File: src/rtl/mem_stage_lsu_if.sv
// Data-bus channel between the MEM-stage load/store unit and the data memory.
// The LSU drives the request half; the memory side drives ready and the load response.
interface mem_stage_lsu_if;
    logic        dbus_req_valid;
    logic        dbus_req_ready;
    logic [31:0] dbus_addr;
    logic        dbus_we;
    logic [3:0]  dbus_be;
    logic [31:0] dbus_wdata;
    logic        dbus_rsp_valid;
    logic [31:0] dbus_rdata;

    modport master (
        output dbus_req_valid, dbus_addr, dbus_we, dbus_be, dbus_wdata,
        input  dbus_req_ready, dbus_rsp_valid, dbus_rdata
    );

    modport slave (
        input  dbus_req_valid, dbus_addr, dbus_we, dbus_be, dbus_wdata,
        output dbus_req_ready, dbus_rsp_valid, dbus_rdata
    );
endinterface

File: src/rtl/mem_stage_lsu.sv
// MEM-stage load/store unit: issues one bus access per EX/MEM instruction, stalls the
// pipeline until it completes, and returns extended load data plus error pulses.
module mem_stage_lsu #(
    parameter int unsigned RSP_TIMEOUT = 255
) (
    input  logic            clk,
    input  logic            reset,
    input  logic [31:0]     alu_result_mem,
    input  logic [31:0]     write_data_mem,
    input  logic            mem_write_mem,
    input  logic [1:0]      result_src_mem,
    input  logic [2:0]      funct3_mem,
    output logic            stall_mem,
    output logic [31:0]     read_data_mem,
    output logic            misalign_err,
    output logic            timeout_err,
    mem_stage_lsu_if.master dbus
);

    localparam logic [7:0] TMO_LIMIT = RSP_TIMEOUT[7:0];

    typedef enum logic [1:0] {
        S_IDLE,
        S_REQ,
        S_WAIT_RSP,
        S_DONE
    } state_t;

    state_t      state_q, state_d;
    logic [31:0] addr_q, addr_d;
    logic        we_q, we_d;
    logic [3:0]  be_q, be_d;
    logic [31:0] wdata_q, wdata_d;
    logic [1:0]  off_q, off_d;
    logic [2:0]  f3_q, f3_d;
    logic [7:0]  cnt_q, cnt_d;
    logic [31:0] rdata_q, rdata_d;
    logic        mis_q, mis_d;
    logic        tmo_q, tmo_d;

    logic        access;
    logic        legal;

    // Stores only accept the signed size codes; halves need an even address, words a 4-aligned one.
    function automatic logic access_legal(input logic is_store, input logic [2:0] f3,
                                          input logic [1:0] off);
        logic ok;
        case (f3)
            3'b000:  ok = 1'b1;
            3'b001:  ok = ~off[0];
            3'b010:  ok = (off == 2'b00);
            3'b100:  ok = ~is_store;
            3'b101:  ok = ~is_store & ~off[0];
            default: ok = 1'b0;
        endcase
        return ok;
    endfunction

    function automatic logic [3:0] lane_mask(input logic [2:0] f3, input logic [1:0] off);
        logic [3:0] m;
        case (f3[1:0])
            2'b00:   m = 4'b0001 << off;
            2'b01:   m = 4'b0011 << {off[1], 1'b0};
            default: m = 4'b1111;
        endcase
        return m;
    endfunction

    function automatic logic [31:0] store_lanes(input logic [2:0] f3, input logic [31:0] wd);
        logic [31:0] r;
        case (f3[1:0])
            2'b00:   r = {4{wd[7:0]}};
            2'b01:   r = {2{wd[15:0]}};
            default: r = wd;
        endcase
        return r;
    endfunction

    function automatic logic [31:0] load_extend(input logic [31:0] word, input logic [2:0] f3,
                                                input logic [1:0] off);
        logic signed [7:0]  b;
        logic signed [15:0] h;
        logic [31:0]        r;
        b = 8'(word >> {off, 3'b000});
        h = 16'(word >> {off[1], 4'b0000});
        case (f3)
            3'b000:  r = {{24{b[7]}}, b};
            3'b001:  r = {{16{h[15]}}, h};
            3'b100:  r = {24'h0, b};
            3'b101:  r = {16'h0, h};
            default: r = word;
        endcase
        return r;
    endfunction

    assign access = mem_write_mem | (result_src_mem == 2'b01);
    assign legal  = access_legal(mem_write_mem, funct3_mem, alu_result_mem[1:0]);

    always_comb begin
        state_d = state_q;
        addr_d  = addr_q;
        we_d    = we_q;
        be_d    = be_q;
        wdata_d = wdata_q;
        off_d   = off_q;
        f3_d    = f3_q;
        cnt_d   = cnt_q;
        rdata_d = rdata_q;
        mis_d   = 1'b0;
        tmo_d   = 1'b0;
        case (state_q)
            S_IDLE: begin
                if (access) begin
                    if (legal) begin
                        addr_d  = {alu_result_mem[31:2], 2'b00};
                        we_d    = mem_write_mem;
                        be_d    = lane_mask(funct3_mem, alu_result_mem[1:0]);
                        wdata_d = store_lanes(funct3_mem, write_data_mem);
                        off_d   = alu_result_mem[1:0];
                        f3_d    = funct3_mem;
                        state_d = S_REQ;
                    end else begin
                        rdata_d = 32'h0;
                        mis_d   = 1'b1;
                        state_d = S_DONE;
                    end
                end
            end
            S_REQ: begin
                if (dbus.dbus_req_ready) begin
                    cnt_d   = 8'd0;
                    state_d = we_q ? S_DONE : S_WAIT_RSP;
                end
            end
            S_WAIT_RSP: begin
                // A response arriving in the final allowed cycle still wins over the abort.
                if (dbus.dbus_rsp_valid) begin
                    rdata_d = load_extend(dbus.dbus_rdata, f3_q, off_q);
                    state_d = S_DONE;
                end else begin
                    cnt_d = cnt_q + 8'd1;
                    if (cnt_d == TMO_LIMIT) begin
                        rdata_d = 32'h0;
                        tmo_d   = 1'b1;
                        state_d = S_DONE;
                    end
                end
            end
            default: begin
                state_d = S_IDLE;
            end
        endcase
    end

    always_ff @(posedge clk) begin
        if (!reset) begin
            state_q <= S_IDLE;
            addr_q  <= '0;
            we_q    <= 1'b0;
            be_q    <= '0;
            wdata_q <= '0;
            off_q   <= '0;
            f3_q    <= '0;
            cnt_q   <= '0;
            rdata_q <= '0;
            mis_q   <= 1'b0;
            tmo_q   <= 1'b0;
        end else begin
            state_q <= state_d;
            addr_q  <= addr_d;
            we_q    <= we_d;
            be_q    <= be_d;
            wdata_q <= wdata_d;
            off_q   <= off_d;
            f3_q    <= f3_d;
            cnt_q   <= cnt_d;
            rdata_q <= rdata_d;
            mis_q   <= mis_d;
            tmo_q   <= tmo_d;
        end
    end

    // Stall drops in DONE so EX/MEM advances exactly once per completed access.
    assign stall_mem = reset & (((state_q == S_IDLE) & access) |
                                (state_q == S_REQ) | (state_q == S_WAIT_RSP));

    assign read_data_mem       = rdata_q;
    assign misalign_err        = mis_q;
    assign timeout_err         = tmo_q;
    assign dbus.dbus_req_valid = (state_q == S_REQ);
    assign dbus.dbus_addr      = addr_q;
    assign dbus.dbus_we        = we_q;
    assign dbus.dbus_be        = be_q;
    assign dbus.dbus_wdata     = wdata_q;

endmodule

File: src/flat_wrapper.sv
// flat-port wrapper written by rule: the top's interface ports become plain ports
module mem_stage_lsu_flat 
#(
    parameter int unsigned RSP_TIMEOUT = 255
)
  (clk, reset, alu_result_mem, write_data_mem, mem_write_mem, result_src_mem, funct3_mem, stall_mem, read_data_mem, misalign_err, timeout_err, dbus_dbus_req_valid, dbus_dbus_addr, dbus_dbus_we, dbus_dbus_be, dbus_dbus_wdata, dbus_dbus_req_ready, dbus_dbus_rsp_valid, dbus_dbus_rdata);
  mem_stage_lsu_if dbus_i ();
  input  logic clk;
  input  logic reset;
  input  logic [31:0] alu_result_mem;
  input  logic [31:0] write_data_mem;
  input  logic mem_write_mem;
  input  logic [1:0] result_src_mem;
  input  logic [2:0] funct3_mem;
  output logic stall_mem;
  output logic [31:0] read_data_mem;
  output logic misalign_err;
  output logic timeout_err;
  output wire logic [$bits(dbus_i.dbus_req_valid)-1:0] dbus_dbus_req_valid;
  output wire logic [$bits(dbus_i.dbus_addr)-1:0] dbus_dbus_addr;
  output wire logic [$bits(dbus_i.dbus_we)-1:0] dbus_dbus_we;
  output wire logic [$bits(dbus_i.dbus_be)-1:0] dbus_dbus_be;
  output wire logic [$bits(dbus_i.dbus_wdata)-1:0] dbus_dbus_wdata;
  input wire logic [$bits(dbus_i.dbus_req_ready)-1:0] dbus_dbus_req_ready;
  input wire logic [$bits(dbus_i.dbus_rsp_valid)-1:0] dbus_dbus_rsp_valid;
  input wire logic [$bits(dbus_i.dbus_rdata)-1:0] dbus_dbus_rdata;
  assign dbus_dbus_req_valid = dbus_i.dbus_req_valid;
  assign dbus_dbus_addr = dbus_i.dbus_addr;
  assign dbus_dbus_we = dbus_i.dbus_we;
  assign dbus_dbus_be = dbus_i.dbus_be;
  assign dbus_dbus_wdata = dbus_i.dbus_wdata;
  assign dbus_i.dbus_req_ready = dbus_dbus_req_ready;
  assign dbus_i.dbus_rsp_valid = dbus_dbus_rsp_valid;
  assign dbus_i.dbus_rdata = dbus_dbus_rdata;
  mem_stage_lsu #(.RSP_TIMEOUT(RSP_TIMEOUT)) u_core (.clk(clk), .reset(reset), .alu_result_mem(alu_result_mem), .write_data_mem(write_data_mem), .mem_write_mem(mem_write_mem), .result_src_mem(result_src_mem), .funct3_mem(funct3_mem), .stall_mem(stall_mem), .read_data_mem(read_data_mem), .misalign_err(misalign_err), .timeout_err(timeout_err), .dbus(dbus_i));
endmodule
File: config.mk
export PLATFORM = sky130hd
export DESIGN_NAME = mem_stage_lsu_flat
export DESIGN_NICKNAME = d
export VERILOG_FILES = /design/src/rtl/mem_stage_lsu_if.sv /design/src/rtl/mem_stage_lsu.sv /design/src/flat_wrapper.sv
export SDC_FILE = /design/constraint.sdc
export NUM_CORES = 1
export LEC_CHECK = 0
export BUFFER_PORTS_ARGS = -buffer_cell sky130_fd_sc_hd__buf_2
export CAP_MARGIN = 20
export CORE_ASPECT_RATIO = 0.5
export CORE_MARGIN = 2
export CORE_UTILIZATION = 48
export DETAILED_ROUTE_END_ITERATION = 10
export MAX_ROUTING_LAYER = met4
export PLACE_DENSITY = 0.76
export SLEW_MARGIN = 15
export SYNTH_ARGS = -nofsm -noshare
export SYNTH_HDL_FRONTEND = slang
export SYNTH_SLANG_ARGS = --single-unit
File: constraint.sdc
create_clock -name clk -period 6 [get_ports clk]
set_input_delay 0.3 -clock clk [delete_from_list [all_inputs] [get_ports clk]]
set_output_delay 0.3 -clock clk [all_outputs]
set_load 0.005 [all_outputs]
Word level (Yosys, flattened, before mapping)
Cells that the tools add are included.
Storage, ports and cells
  bits in registers: 116
  input port bits: 106
  output and inout port bits: 105
Cells by class
  equality and inequality tests: 17
  shift-type cells: 4
  add/sub/neg operators: 1
  muxes and demuxes: 21
  reduce and logical (&&, ||, !) cells: 13
  bitwise logic cells: 10
Operator list (count)
  32-bit 2-to-1 mux: 4
  32-bit one-hot mux with 2 select lines: 2
  32-bit one-hot mux with 4 select lines: 1
  32-bit by 5-bit >> shifter with 16-bit output: 1
  32-bit by 5-bit >> shifter with 8-bit output: 1
  8-bit 2-to-1 mux: 2
  8-bit one-hot mux with 2 select lines: 1
  3-bit == test (second input constant): 4
  3-bit AND reduction: 4
  2-bit 2-to-1 mux: 5
  8-bit by 1-bit adder with 8-bit output (second input constant): 1
  8-bit == test (second input constant): 1
  4-bit one-hot mux with 2 select lines: 1
  2-bit by 1-bit == test with 1-bit output (second input constant): 3
  3-bit by 1-bit == test with 1-bit output (second input constant): 2
  2-bit zero test: 3
  3-bit zero test: 2
  2-bit one-hot mux with 3 select lines: 1
  1-bit one-hot mux with 5 select lines: 1
  2-bit by 1-bit inequality test with 1-bit output (second input constant): 2
  2-bit inequality test (second input constant): 2
  1-bit inverter: 4
  4-bit AND reduction: 1
  2-bit nonzero test: 2
  other kinds (9): 15

Logic depth before layout (Yosys ltp)
Gate-level depths: netlist (run 1).
  depth after elaboration: 6
  gate-level depth with buffers: 8
  gate-level depth less buffers: 7

Least setup slack after synthesis (run 1)
OpenSTA, ideal clock, no wires.
  path type: reg-to-reg
  start: reg u_core.cnt_q[0]
  end: reg u_core.rdata_q[22] (netlist: u_core.read_data_mem[22])
  clock period less this slack: 1.925 ns
  data required time: 5.928 ns
  cell stages (with the launch flop): 7
  setup slack: 4.075 ns
  data arrival time: 1.854 ns
  library setup time: 0.072 ns
  cells stage by stage: dfxtp_1 nand3_2 or3_1 a221oi_2 a2bb2oi_4 buf_8 mux2i_1
On the way
  cells in the longest elaborated chain, start to end: 4
RTL lines
  start, declared: RTL line mem_stage_lsu.sv:36  | logic [7:0] cnt_q, cnt_d;
  start signal, assigned: RTL line mem_stage_lsu.sv:176  | cnt_q <= cnt_d;
  8-bit by 1-bit adder with 8-bit output: RTL line mem_stage_lsu.sv:141  | cnt_d = cnt_q + 8'd1;
  8-bit == test: RTL line mem_stage_lsu.sv:142  | if (cnt_d == TMO_LIMIT) begin
  3-bit by 2-bit inequality test with 1-bit output (no line)
  4-bit AND reduction (no line)
  end signal, assigned: RTL line mem_stage_lsu.sv:177  | rdata_q <= rdata_d;
  end, declared: RTL line mem_stage_lsu.sv:37  | logic [31:0] rdata_q, rdata_d;
Every way passes these cells.
A chain may end at the register's enable or synchronous reset.

Worst setup path in the final report (run 1)
  start: reg u_core.state_q[0]
  end: reg u_core.wdata_q[9] (netlist: u_core.dbus.dbus_wdata[9])
On the way
  cells in the longest elaborated chain, start to end: 2
RTL lines
  start, declared: RTL line mem_stage_lsu.sv:29  | state_t state_q, state_d;
  start signal, assigned: RTL line mem_stage_lsu.sv:169  | state_q <= state_d;
  2-bit zero test: RTL line mem_stage_lsu.sv:111  | case (state_q)
  3-bit AND reduction (no line)
  end signal, assigned: RTL line mem_stage_lsu.sv:173  | wdata_q <= wdata_d;
  end, declared: RTL line mem_stage_lsu.sv:33  | logic [31:0] wdata_q, wdata_d;
Every way passes these cells.

==> key figures, run 1 <==
Floorplanning
  • Starting Density: 48.8%
  • I/O Pins: 211
  • Core ar.: 10900 sq um
  • Die height: 78.5 microns
  • DIE AREA: 12000 sq um
  • FP Rows: 27
  • Die Wd: 153 microns

Setup path
  • Worst setup EP type: register
  • Crit path required time: 6.28 ns
  • Critical Path AT: 3.08 ns
  • Worst Setup Path Type: reg -> reg
  • Worst Setup SP: u_core.state_q[0]
  • Setup crit start kind: register
  • Worst Reg2Reg Path Length in Cells: 7
  • Reg2reg end: u_core.dbus.dbus_wdata[9]
  • Reg2reg start: u_core.state_q[0]
  • Crit path to: u_core.dbus.dbus_wdata[9]
  • Reg2Reg Setup Slack: 3.20 ns
  • CP max FO: 54

Power
  • Worst vdd ir: 252 uV
  • Power Dens Cells: 371 nW/um^2
  • Leak Pwr: 3.02 nW

Synthesis
  • Synth Area in Compound Gates: 21.6%
  • Syn Inst Count: 667
  • Seq/Total Area, Yosys: 43.6%
  • Post-Synth Adder-Cell Area: 1.41%
  • YS warnings: 0
  • Post-synth cell types: 48
  • Simple-gate share of the synthesized area: 20.1%
  • Post-synthesis mux area share: 8.16%
  • Yosys reg bits: 116
  • Synth async-reset ratio: 0%
  • EDFF count, synth: 0
  • Syn avg cell area: 7.98 sq um
  • Synth Cell Area: 5320 sq um
  • Post-Synth XOR/XNOR Area: 0%
  • Main synth FF type: dfxtp_1
  • Largest family of logic cells by synthesized area: compound AO/OA/AOI/OAI gates

Clock tree
  • Post-CTS Resized: 0
  • Root Driver: clkbuf_16
  • H-tree levels: 4
  • Longest Clk Path Bufs: 2
  • Clk slew on worst S/H paths: 0.05 ns
  • Clock Latency Late Sink: 0.41 ns
  • Cts bufs inserted: 17
  • Postcts setup bufs: 0
  • Hold_buf cts: 0
  • CTS tree: built
  • Clock sink total: 116

Finish
  • Footprint of the multi-input gates: 2750 sq um
  • Most frequent cells in the layout: buf_2 (208), nand2_1 (167), dfxtp_1 (116)
  • FF/Latch Area: 2320 sq um
  • Layout area overhead: 31.1%
  • Leading cell type in the layout, fill and taps excluded: buf_2
  • Fraction of layout cells with a size suffix above 1: 29.3%
  • Filler cells: 959
  • Antenna diodes: 0
  • Fin nets: 959

Place
  • Post-DP HPWL: 10300 microns
  • GPL Wtd Cong: 0.869
  • Pre-CTS setup slack: 3.21 ns
  • Port-buffer cells: 208

Global route
  • Tot GR Track Use: 25.7%
  • Grt met1 use: 32.6%
  • Vias in the first global route: 4927
  • GRT busiest layer: met2
  • Grt total ovfl: 0
  • First-pass GRT wire length: 24300 microns
  • Global routing usage on met3: 6.41%
  • Initial antenna violation count: 0
  • GR Layer Usage met2: 39.9%
  • Largest net degree at the start of global routing: 78

Timing
  • Unrepaired setup endpoints after global routing: no
  • Post-route setup slack: 3.20 ns
  • Setup violations, final: 0
  • Min Hold Slack: 0.133 ns
  • FMAX: 0.357 GHz
  • Final hold violation count: 0
  • Fin crit share: 46.7%
  • Final worst path period need: 2.80 ns
  • Final Skew: 0.0112 ns
  • Tightest Pin Transition: 1.07 ns
  • Relative slew slack: 28.2%
  • Setup TNS: 0 ns
  • Slew Viols, Final: 0

Status
  • Status: complete, no violations

Detailed routing
  • Avg WL per Cell: 15.0 microns
  • DR pass1 iterations: 5
  • Average vias per placed instance: 5.33
  • Total Wirelength: 15100 microns
  • DR DRC count: 0
  • Via count: 5360
  • DR iter-0 viols: 466
  • Number of routed nets with antenna violations: 0

Min path
  • Hold WC Path Type: in -> reg
  • Hold path start: alu_result_mem[20]

Job
  • Max Cap Viol: 0
==> worst min-delay path by stage <==
stage                           endpoint  slack [ns]  cells past startpoint
4_1_cts        u_core.dbus.dbus_addr[25]        0.12                      3
2_1_floorplan  u_core.dbus.dbus_addr[10]        0.44                      2
5_1_grt        u_core.dbus.dbus_addr[24]        0.13                      3
6_report       u_core.dbus.dbus_addr[20]        0.13                      3
3_3_place_gp   u_core.dbus.dbus_addr[23]        0.44                      2
3_5_place_dp    u_core.dbus.dbus_addr[4]        0.44                      2
==> metal layers <==
| layer | up-vias | wire length [microns] |
|---|---|---|
| met1 | 2445 | 6660 |
| met4 | 0 | 341 |
| met3 | 32 | 979 |
| met5 | - | 0 |
| met2 | 201 | 7110 |
| li1 | 2682 | - |
==> logic make-up after synthesis <==
kind of cell	count (synthesis)
adders and majority gates	6
muxes	42
AOI/OAI and AO/OA	186
other	1
buffers and inverters	61
and+or+nand+nor	255
DFF	116
==> cells in the mapped netlist (all sizes together) (2+ instances only) <==
| library cell | number | area share (%) |
|---|---|---|
| a2bb2oi | 2 | 0.66 |
| a211oi | 14 | 2.0 |
| a21boi | 4 | 0.56 |
| nand3b | 2 | 0.28 |
| a211o | 2 | 0.33 |
| nor4 | 2 | 0.23 |
| dfxtp | 116 | 44 |
| nor2 | 42 | 3.0 |
| clkbuf | 41 | 2.9 |
| ha | 6 | 1.4 |
| a221oi | 3 | 0.61 |
| a22oi | 6 | 0.85 |
| buf | 11 | 1.5 |
| nand2b | 7 | 0.82 |
| inv | 9 | 0.63 |
| nor3 | 9 | 0.85 |
| nor2b | 6 | 0.71 |
| nor3b | 2 | 0.28 |
| a311oi | 11 | 1.8 |
| nand2 | 167 | 12 |
| or2 | 2 | 0.23 |
| mux2i | 40 | 7.5 |
| o22ai | 12 | 1.4 |
| o32ai | 6 | 0.99 |
| a21oi | 75 | 7.1 |
| or3 | 7 | 0.82 |
| a21o | 3 | 0.42 |
| nand3 | 4 | 0.47 |
| o21ai | 41 | 3.9 |
| a31o | 2 | 0.33 |
| o21a | 3 | 0.42 |
==> final cells by class <==
class / instances / area share, %
clock buffer: 22 / 6.51
clock inverter: 10 / 2.22
inverter: 9 / 0.484
multi-input combinational: 491 / 39.4
sequential: 116 / 33.3
tap: 145 / 2.60
timing repair buffer: 212 / 15.5
==> report_power, final <==
| group | internal (mW) | total (mW) | leakage, nW | switching [mW] |
|---|---|---|---|---|
| Clock | 0.703 | 1.06 | 0.294 | 0.352 |
| Sequential | 0.851 | 0.903 | 0.942 | 0.0522 |
| Combinational | 0.261 | 0.630 | 1.79 | 0.369 |
==> stage by stage <==
step	std cells	total power, mW	utilization [%]	cell area (sq um)
6_report	1005	2.59	64.0	6980
5_1_grt	1005	2.73	64.0	6980
4_1_cts	1004	2.59	63.8	6960
3_5_place_dp	972	1.54	58.2	6350
3_3_place_gp	972	1.52	58.2	6350
2_1_floorplan	668	1.35	-	5330
==> worst max-delay path: stages, from the launching register on <==
cell and delay [ns]:
dfxtp_1 0.33, inv_1 0.10, ha_1 0.27, o21ai_0 0.26, nor2_4 0.69, buf_4 0.56
nor2_1 0.10, a311oi_1 0.33
==> flip-flops by register name, summed over array words and instances (netlist names) <==
signal	cells
u_core.cnt_q	8
u_core.dbus.dbus_addr	30
u_core.dbus.dbus_we	1
u_core.misalign_err	1
u_core.state_q	2
u_core.f3_q	3
u_core.dbus.dbus_be	4
u_core.read_data_mem	32
u_core.dbus.dbus_wdata	32
u_core.off_q	2
u_core.timeout_err	1
(Power assumes the default switching activity.)
==> run 2, diff against run 1 <==
--- a/config.mk
+++ b/config.mk
@@ -5,6 +5,7 @@
 export SDC_FILE = /design/constraint.sdc
 export NUM_CORES = 1
 export LEC_CHECK = 0
+export ABC_AREA = 1
 export BUFFER_PORTS_ARGS = -buffer_cell sky130_fd_sc_hd__buf_2
 export CAP_MARGIN = 20
 export CORE_ASPECT_RATIO = 0.5
@@ -12,7 +13,7 @@
 export CORE_UTILIZATION = 48
 export DETAILED_ROUTE_END_ITERATION = 10
 export MAX_ROUTING_LAYER = met4
-export PLACE_DENSITY = 0.76
+export PLACE_DENSITY = 0.75
 export SLEW_MARGIN = 15
 export SYNTH_ARGS = -nofsm -noshare
 export SYNTH_HDL_FRONTEND = slang
==> constraint.sdc (replaced) <==
create_clock -name clk -period 2.8 [get_ports clk]
set_input_delay 0.14 -clock clk [delete_from_list [all_inputs] [get_ports clk]]
set_output_delay 0.14 -clock clk [all_outputs]
set_load 0.005 [all_outputs]
==> run 2 against run 1 <==
Total power grew to 2.7 times the previous value. Largest power group is now combinational cells. Sequential power rose to 2.5 times the previous value. Critical path type unchanged. Highest routed layer unchanged. Worst hold slack got worse by 0.12 ns. Largest cell class unchanged. Critical path depth increased by 3.
==> key figures, run 2 <==
Setup path
  • Crit path required time: 3.10 ns (-3.18 ns)
  • CP max stage cell: nand3_4
  • Worst path max stage delay: 0.43 ns (-0.26 ns)
  • CP most frequent cell: nor2_1
  • WP buf/inv: 0 (-2)
  • CP max FO: 42 (-22%)
  • Worst setup EP type: register
  • Setup crit start kind: register
  • CP delay by family, top: simple AND/OR/NAND/NOR gates
  • Critical Path AT: 2.68 ns (-0.40 ns)
  • Critical-path cell list: ha_1 -> nand3_1 -> o21bai_2 -> nand2_1 -> nor2_1 -> nand2_1 -> nand2_4 -> nand3_4 -> nor2_1 -> nor2_1
  • Worst Setup Path Type: reg -> reg

Floorplanning
  • DIE AREA: 12900 sq um (+7.7%)
  • I/O Pins: 211 (unchanged)
  • Die height: 81.4 microns (+3.7%)
  • Starting Density: 49.0% (+0.22 points)
  • FP Rows: 28 (+3.7%)
  • Core ar.: 11700 sq um (+7.6%)
  • Die Wd: 159 microns (+3.8%)

Clock tree
  • H-tree levels: 4 (unchanged)
  • Post-CTS Resized: 0 (unchanged)
  • Longest Clk Path Bufs: 2 (unchanged)
  • Postcts setup bufs: 0 (unchanged)
  • Clk slew on worst S/H paths: 0.06 ns (about the same)
  • Clock sink total: 116 (unchanged)
  • Clock Latency Late Sink: 0.41 ns (about the same)
  • Cts bufs inserted: 17 (unchanged)
  • CTS tree: built
  • Root Driver: clkbuf_16

Timing
  • Unrepaired setup endpoints after global routing: no
  • Relative slew slack: 44.6% (+16 points)
  • Setup violations, final: 0 (unchanged)
  • Fin crit share: 84.8% (+38 points)
  • Final worst path period need: 2.38 ns (-0.425 ns)
  • Tightest Pin Transition: 0.827 ns (-0.246 ns)
  • FMAX: 0.421 GHz (+18%)
  • Min Hold Slack: 0.0108 ns (-0.123 ns)
  • Final Skew: 0.0106 ns (-0.000645 ns)
  • Post-route setup slack: 0.425 ns (-2.77 ns)
  • Slew Viols, Final: 0 (unchanged)
  • Final hold violation count: 0 (unchanged)
  • Setup TNS: 0 ns (unchanged)

Synthesis
  • Main synth FF type: dfxtp_1
  • Seq/Total Area, Yosys: 40.4% (-3.2 points)
  • YS warnings: 0 (unchanged)
  • Most frequent cell after synthesis: nand2_1
  • EDFF count, synth: 0 (unchanged)
  • Post-synth cell types: 39 (-19%)
  • Yosys reg bits: 116 (unchanged)
  • Synth top area cells: dfxtp_1 (40%), nand2_1 (12%), nor2_1 (9.7%), inv_1 (7.0%), o21ai_0 (6.4%)
  • Commonest cells in the netlist: nand2_1 (191), nor2_1 (149), dfxtp_1 (116)
  • Share of the synthesized area in the top cell type: 40.4% (-3.2 points)
  • Cell taking the most area after synthesis: dfxtp_1
  • Synth async-reset ratio: 0% (unchanged)
  • Syn Inst Count: 875 (+31%)
  • Synth Cell Area: 5750 sq um (+8.0%)
  • Syn avg cell area: 6.57 sq um (-18%)

Finish
  • Util after Layout: 66.6% (+2.6 points)
  • Design area: 7820 sq um (+12%)
  • Fraction of layout cells with a size suffix above 1: 23.8% (-5.5 points)
  • Antenna diodes: 0 (unchanged)
  • FF/Latch Area: 2320 sq um (unchanged)
  • Layout area overhead: 35.9%
  • Filler cells: 1068 (+11%)
  • Most frequent cells in the layout: buf_2 (208), nand2_1 (190), nor2_1 (148)
  • Fin cells: 1273 (+27%)
  • Fin nets: 1208 (+26%)
  • Footprint of the multi-input gates: 2780 sq um (+1.2%)
  • Leading cell type in the layout, fill and taps excluded: buf_2

Detailed routing
  • DR pass1 iterations: 5 (unchanged)
  • Via count: 6445 (+20%)
  • DR iter-0 viols: 511 (+9.7%)
  • Total Wirelength: 17800 microns (+18%)
  • DR DRC count: 0 (unchanged)
  • Avg WL per Cell: 14.0 microns (-6.7%)
  • Number of routed nets with antenna violations: 0 (unchanged)
  • Average vias per placed instance: 5.06 (-5.1%)

Place
  • Post-DP Area: 6850 sq um (+7.9%)
  • GPL Wtd Cong: 0.880 (+1.3%)
  • Post-DP HPWL: 11600 microns (+13%)
  • Port-buffer cells: 208 (unchanged)
  • Cells after DPL: 1206 (+24%)
  • Pre-CTS setup slack: 0.480 ns (-2.73 ns)

Global route
  • Vias in the first global route: 5941 (+21%)
  • Grt total ovfl: 0 (unchanged)
  • Initial antenna violation count: 0 (unchanged)
  • Tot GR Track Use: 28.1% (+2.3 points)
  • Largest net degree at the start of global routing: 94 (+21%)
  • First-pass GRT wire length: 28500 microns (+17%)

Power
  • Power, Total: 6.92 mW (+170%)
  • Worst vdd ir: 454 uV (+80%)
  • Power Dens Cells: 886 nW/um^2 (+140%)
  • Leak Pwr: 4.00 nW (+32%)

Job
  • Max Cap Viol: 0 (unchanged)

Status
  • Status: complete, no violations

Min path
  • Hold WC Path Type: in -> reg
[run 2: cell count changes in the layout (fill, tap and decap cells not counted), moves of 7 or more]
cell           delta
nand4_1          +23
o21ai_0          +33
a21oi_1          -13
nor2_1          +107
nand3_1          +32
a31oi_1          +11
a211oi_1          -7
dlygate4sd3_1    +36
o22ai_1          -12
inv_1            +99
nand2_1          +23
a311oi_1         -10
mux2i_1          -40
[run 2: cell families after synthesis]
family / share of synthesized area [%]
buffers and inverters: 11.5
AO/OA/AOI/OAI: 16.4
flip-flops: 40.4
other: 0.0652
adder cells (fa/ha/maj): 1.31
AND/OR/NAND/NOR: 30.4
[run 2: report_power, final]
| part | switching (mW) | total, mW | internal [mW] |
|---|---|---|---|
| Combinational | 1.45 | 2.40 | 0.944 |
| Clock | 0.842 | 2.25 | 1.41 |
| Sequential | 0.224 | 2.28 | 2.05 |
[run 2: final timing paths]
kind                                      to  slack (ns)                      start  cells past startpoint
hold / removal    u_core.dbus.dbus_wdata[10]        0.01         write_data_mem[10]                      3
setup / recovery     u_core.read_data_mem[0]        0.42            u_core.cnt_q[1]                     10
hold reg to reg    u_core.dbus.dbus_wdata[2]        0.46  u_core.dbus.dbus_wdata[2]                      2
setup reg to reg     u_core.read_data_mem[0]        0.42            u_core.cnt_q[1]                     10
[run 2: final cells by class]
class                           count  share of cell area (%)
Multi-Input combinational cell    599                    35.6
Sequential cell                   116                    29.7
Timing Repair Buffer              253                    19.1
Clock buffer                       17                    5.44
Inverter                          109                    5.23
Tap cell                          165                    2.64
Clock inverter                     14                    2.27
[run 2: worst reg2reg max path, cell delays in order, from the launching register on]
cell and delay (ns):
dfxtp_1 0.41, ha_1 0.26, nand3_1 0.15, o21bai_2 0.17
nand2_1 0.07, nor2_1 0.10, nand2_1 0.10, nand2_4 0.26
nand3_4 0.44, nor2_1 0.25, nor2_1 0.07
[run 2: metal layers]
layer | up-vias | track usage, % | share of wire, %
met5 | - | - | 0
met4 | 0 | 9.36 | 1.6
met3 | 36 | 5.82 | 7.1
met2 | 260 | 46.7 | 47
met1 | 2910 | 34.7 | 44
li1 | 3239 | - | -
[run 2: what timing repair did]
item	4_1_cts	5_1_grt
hold buffers	36	0
setup endpoints to repair	0	0
hold endpoints to repair	36	0
==> run 3, diff against run 2 <==
--- a/config.mk
+++ b/config.mk
@@ -10,10 +10,10 @@
 export CAP_MARGIN = 20
 export CORE_ASPECT_RATIO = 0.5
 export CORE_MARGIN = 2
-export CORE_UTILIZATION = 48
+export CORE_UTILIZATION = 45
 export DETAILED_ROUTE_END_ITERATION = 10
 export MAX_ROUTING_LAYER = met4
-export PLACE_DENSITY = 0.75
+export PLACE_DENSITY = 0.74
 export SLEW_MARGIN = 15
 export SYNTH_ARGS = -nofsm -noshare
 export SYNTH_HDL_FRONTEND = slang
==> constraint.sdc (replaced) <==
create_clock -name clk -period 1.9 [get_ports clk]
set_input_delay 0.095 -clock clk [delete_from_list [all_inputs] [get_ports clk]]
set_output_delay 0.095 -clock clk [all_outputs]
set_load 0.005 [all_outputs]
==> run 3 against run 2 <==
Clock skew up 0.0022 ns. Sequential cell count unchanged. Die area up 6.4%. Register-to-register slack worse by 0.34 ns. Core utilization up 1.3 points. Sequential power up 48%. Critical path depth unchanged. Maximum frequency up 31%. Non-clock buffer count up 56. Final cell count up 4.8%. Count of clock-buffer cells in the layout unchanged. Critical path type unchanged. Largest cell class unchanged.
==> key figures, run 3 (synthesis results as in run 2) <==
Status
  • Status: complete, no violations

Place
  • GPL Wtd Cong: 0.870 (-1.1%)
  • Post-DP HPWL: 12000 microns (+3.6%)
  • Post-DP Area: 7050 sq um (+2.8%)
  • Pre-CTS setup slack: 0.0735 ns (-0.407 ns)
  • Port-buffer cells: 208 (unchanged)
  • Cells after DPL: 1229 (+1.9%)

Detailed routing
  • Via count: 6993 (+8.5%)
  • DR DRC count: 0 (unchanged)
  • DR pass1 iterations: 8 (+3)
  • Average vias per placed instance: 5.24 (+3.5%)
  • Avg WL per Cell: 15.1 microns (+7.6%)
  • DR iter-0 viols: 458 (-10%)
  • Total Wirelength: 20100 microns (+13%)
  • Number of routed nets with antenna violations: 0 (unchanged)

Global route
  • Tot GR Track Use: 27.9% (-0.14 points)
  • First-pass GRT wire length: 30100 microns (+5.7%)
  • Largest net degree at the start of global routing: 87 (-7.4%)
  • Vias in the first global route: 6280 (+5.7%)
  • Initial antenna violation count: 0 (unchanged)
  • Grt total ovfl: 0 (unchanged)

Timing
  • Post-route setup slack: 0.0833 ns (-0.341 ns)
  • Setup violations, final: 0 (unchanged)
  • Slew Viols, Final: 0 (unchanged)
  • Final Skew: 0.0128 ns (+0.00222 ns)
  • Final hold violation count: 0 (unchanged)
  • Unrepaired setup endpoints after global routing: yes
  • FMAX: 0.550 GHz (+31%)
  • Final worst path period need: 1.82 ns (-0.559 ns)
  • Fin crit share: 95.6% (+11 points)

Power
  • Power, Total: 11.0 mW (+58%)
  • Power Dens Cells: 1280 nW/um^2 (+45%)
  • Worst vdd ir: 755 uV (+66%)
  • Leak Pwr: 4.32 nW (+7.8%)

Job
  • Max Cap Viol: 0 (unchanged)

Clock tree
  • Longest Clk Path Bufs: 2 (unchanged)
  • CTS tree: built
  • Root Driver: clkbuf_16
  • Clk slew on worst S/H paths: 0.06 ns (about the same)
  • Clock sink total: 116 (unchanged)
  • Clock Latency Late Sink: 0.41 ns (about the same)
  • H-tree levels: 4 (unchanged)
  • Cts bufs inserted: 17 (unchanged)

Floorplanning
  • I/O Pins: 211 (unchanged)
  • DIE AREA: 13800 sq um (+6.4%)
  • Starting Density: 45.8% (-3.2 points)
  • Die height: 83.9 microns (+3.1%)
  • FP Rows: 29 (+3.6%)
  • Core ar.: 12600 sq um (+7.0%)
  • Die Wd: 164 microns (+3.2%)

Finish
  • Fraction of layout cells with a size suffix above 1: 26.8% (+3.0 points)
  • Filler cells: 1034 (-3.2%)
  • Most frequent cells in the layout: buf_2 (208), nand2_1 (187), nor2_1 (145)
  • Leading cell type in the layout, fill and taps excluded: buf_2
  • Layout area overhead: 48.3%
  • Fin nets: 1264 (+4.6%)
  • Antenna diodes: 0 (unchanged)
  • Design area: 8530 sq um (+9.1%)
  • Util after Layout: 67.9% (+1.3 points)
  • Fin cells: 1334 (+4.8%)

Min path
  • Cells on Worst Hold Path: 3 (unchanged)
  • Hold WC Path Type: in -> reg
  • Worst Hold End: u_core.dbus.dbus_be[3]
  • Hold path start: funct3_mem[0]

Setup path
  • Critical Path AT: 2.16 ns (-0.52 ns)
  • Worst Setup Path Type: reg -> reg
  • Reg2reg end: u_core.dbus.dbus_wdata[17]
  • Worst Reg2Reg Path Length in Cells: 10 (unchanged)
  • CP max FO: 26 (-38%)
  • Reg2reg start: u_core.state_q[1]
  • Crit path required time: 2.25 ns (-0.85 ns)
  • Worst setup EP type: register
  • Setup crit start kind: register
  • Reg2Reg Setup Slack: 0.08 ns (-0.34 ns)
-- run 3: worst max-delay path by stage --
stage | start | endpoint | slack [ns]
floorplan | u_core.cnt_q[1] | u_core.read_data_mem[0] | 0.19
global placement | u_core.state_q[0] | u_core.dbus.dbus_be[2] | 0.12
detailed placement | u_core.cnt_q[0] | u_core.read_data_mem[9] | 0.07
CTS | u_core.state_q[1] | u_core.dbus.dbus_be[3] | 0.01
global route | u_core.cnt_q[0] | u_core.read_data_mem[1] | -0.03
finish | u_core.state_q[1] | u_core.dbus.dbus_wdata[17] | 0.08
-- run 3: area by class of cell --
type	count	area, sq um	share of cell area [%]
multi-input cells	599	2840	33.3
flip-flops and latches	116	2330	27.3
repair buffers	309	2140	25.0
clock buffers	17	425	4.99
inverters	109	409	4.80
well taps	170	213	2.49
clock inverters	14	180	2.11
-- run 3: report_power, final --
group,switching (mW),internal (mW),leakage (nW)
combinational,2.38,1.88,3.08
sequential,0.345,3.03,0.951
clock,1.24,2.07,0.284
-- run 3: repair_timing --
item                       CTS  global route
setup buffers                0             7
hold buffers                61             0
setup endpoints to repair    0            98
resized for setup            0            21
hold endpoints to repair    61             0
-- run 3: routing by layer --
layer	global-route usage [%]	wire, microns	up-vias
li1	-	-	3354
met5	-	0	-
met1	34.3	8300	3171
met3	5.76	1840	66
met4	12.0	633	0
met2	44.7	9340	402
-- run 3: metrics by stage --
step	TNS (ns)	hold slack (ns)
2_1_floorplan	0	0.230
3_3_place_gp	0	0.315
3_5_place_dp	0	0.321
4_1_cts	0	0.0236
5_1_grt	-0.514	0.0525
6_report	0	0.0340
-- run 3: worst max-delay path, cell delays in order, from the launching register on --
cell,delay [ns]
dfxtp_1,0.36
inv_1,0.15
ha_4,0.17
inv_1,0.06
nor2_2,0.14
inv_1,0.12
nor2_4,0.19
buf_4,0.16
clkbuf_16,0.19
o21ai_0,0.09
a21oi_1,0.13
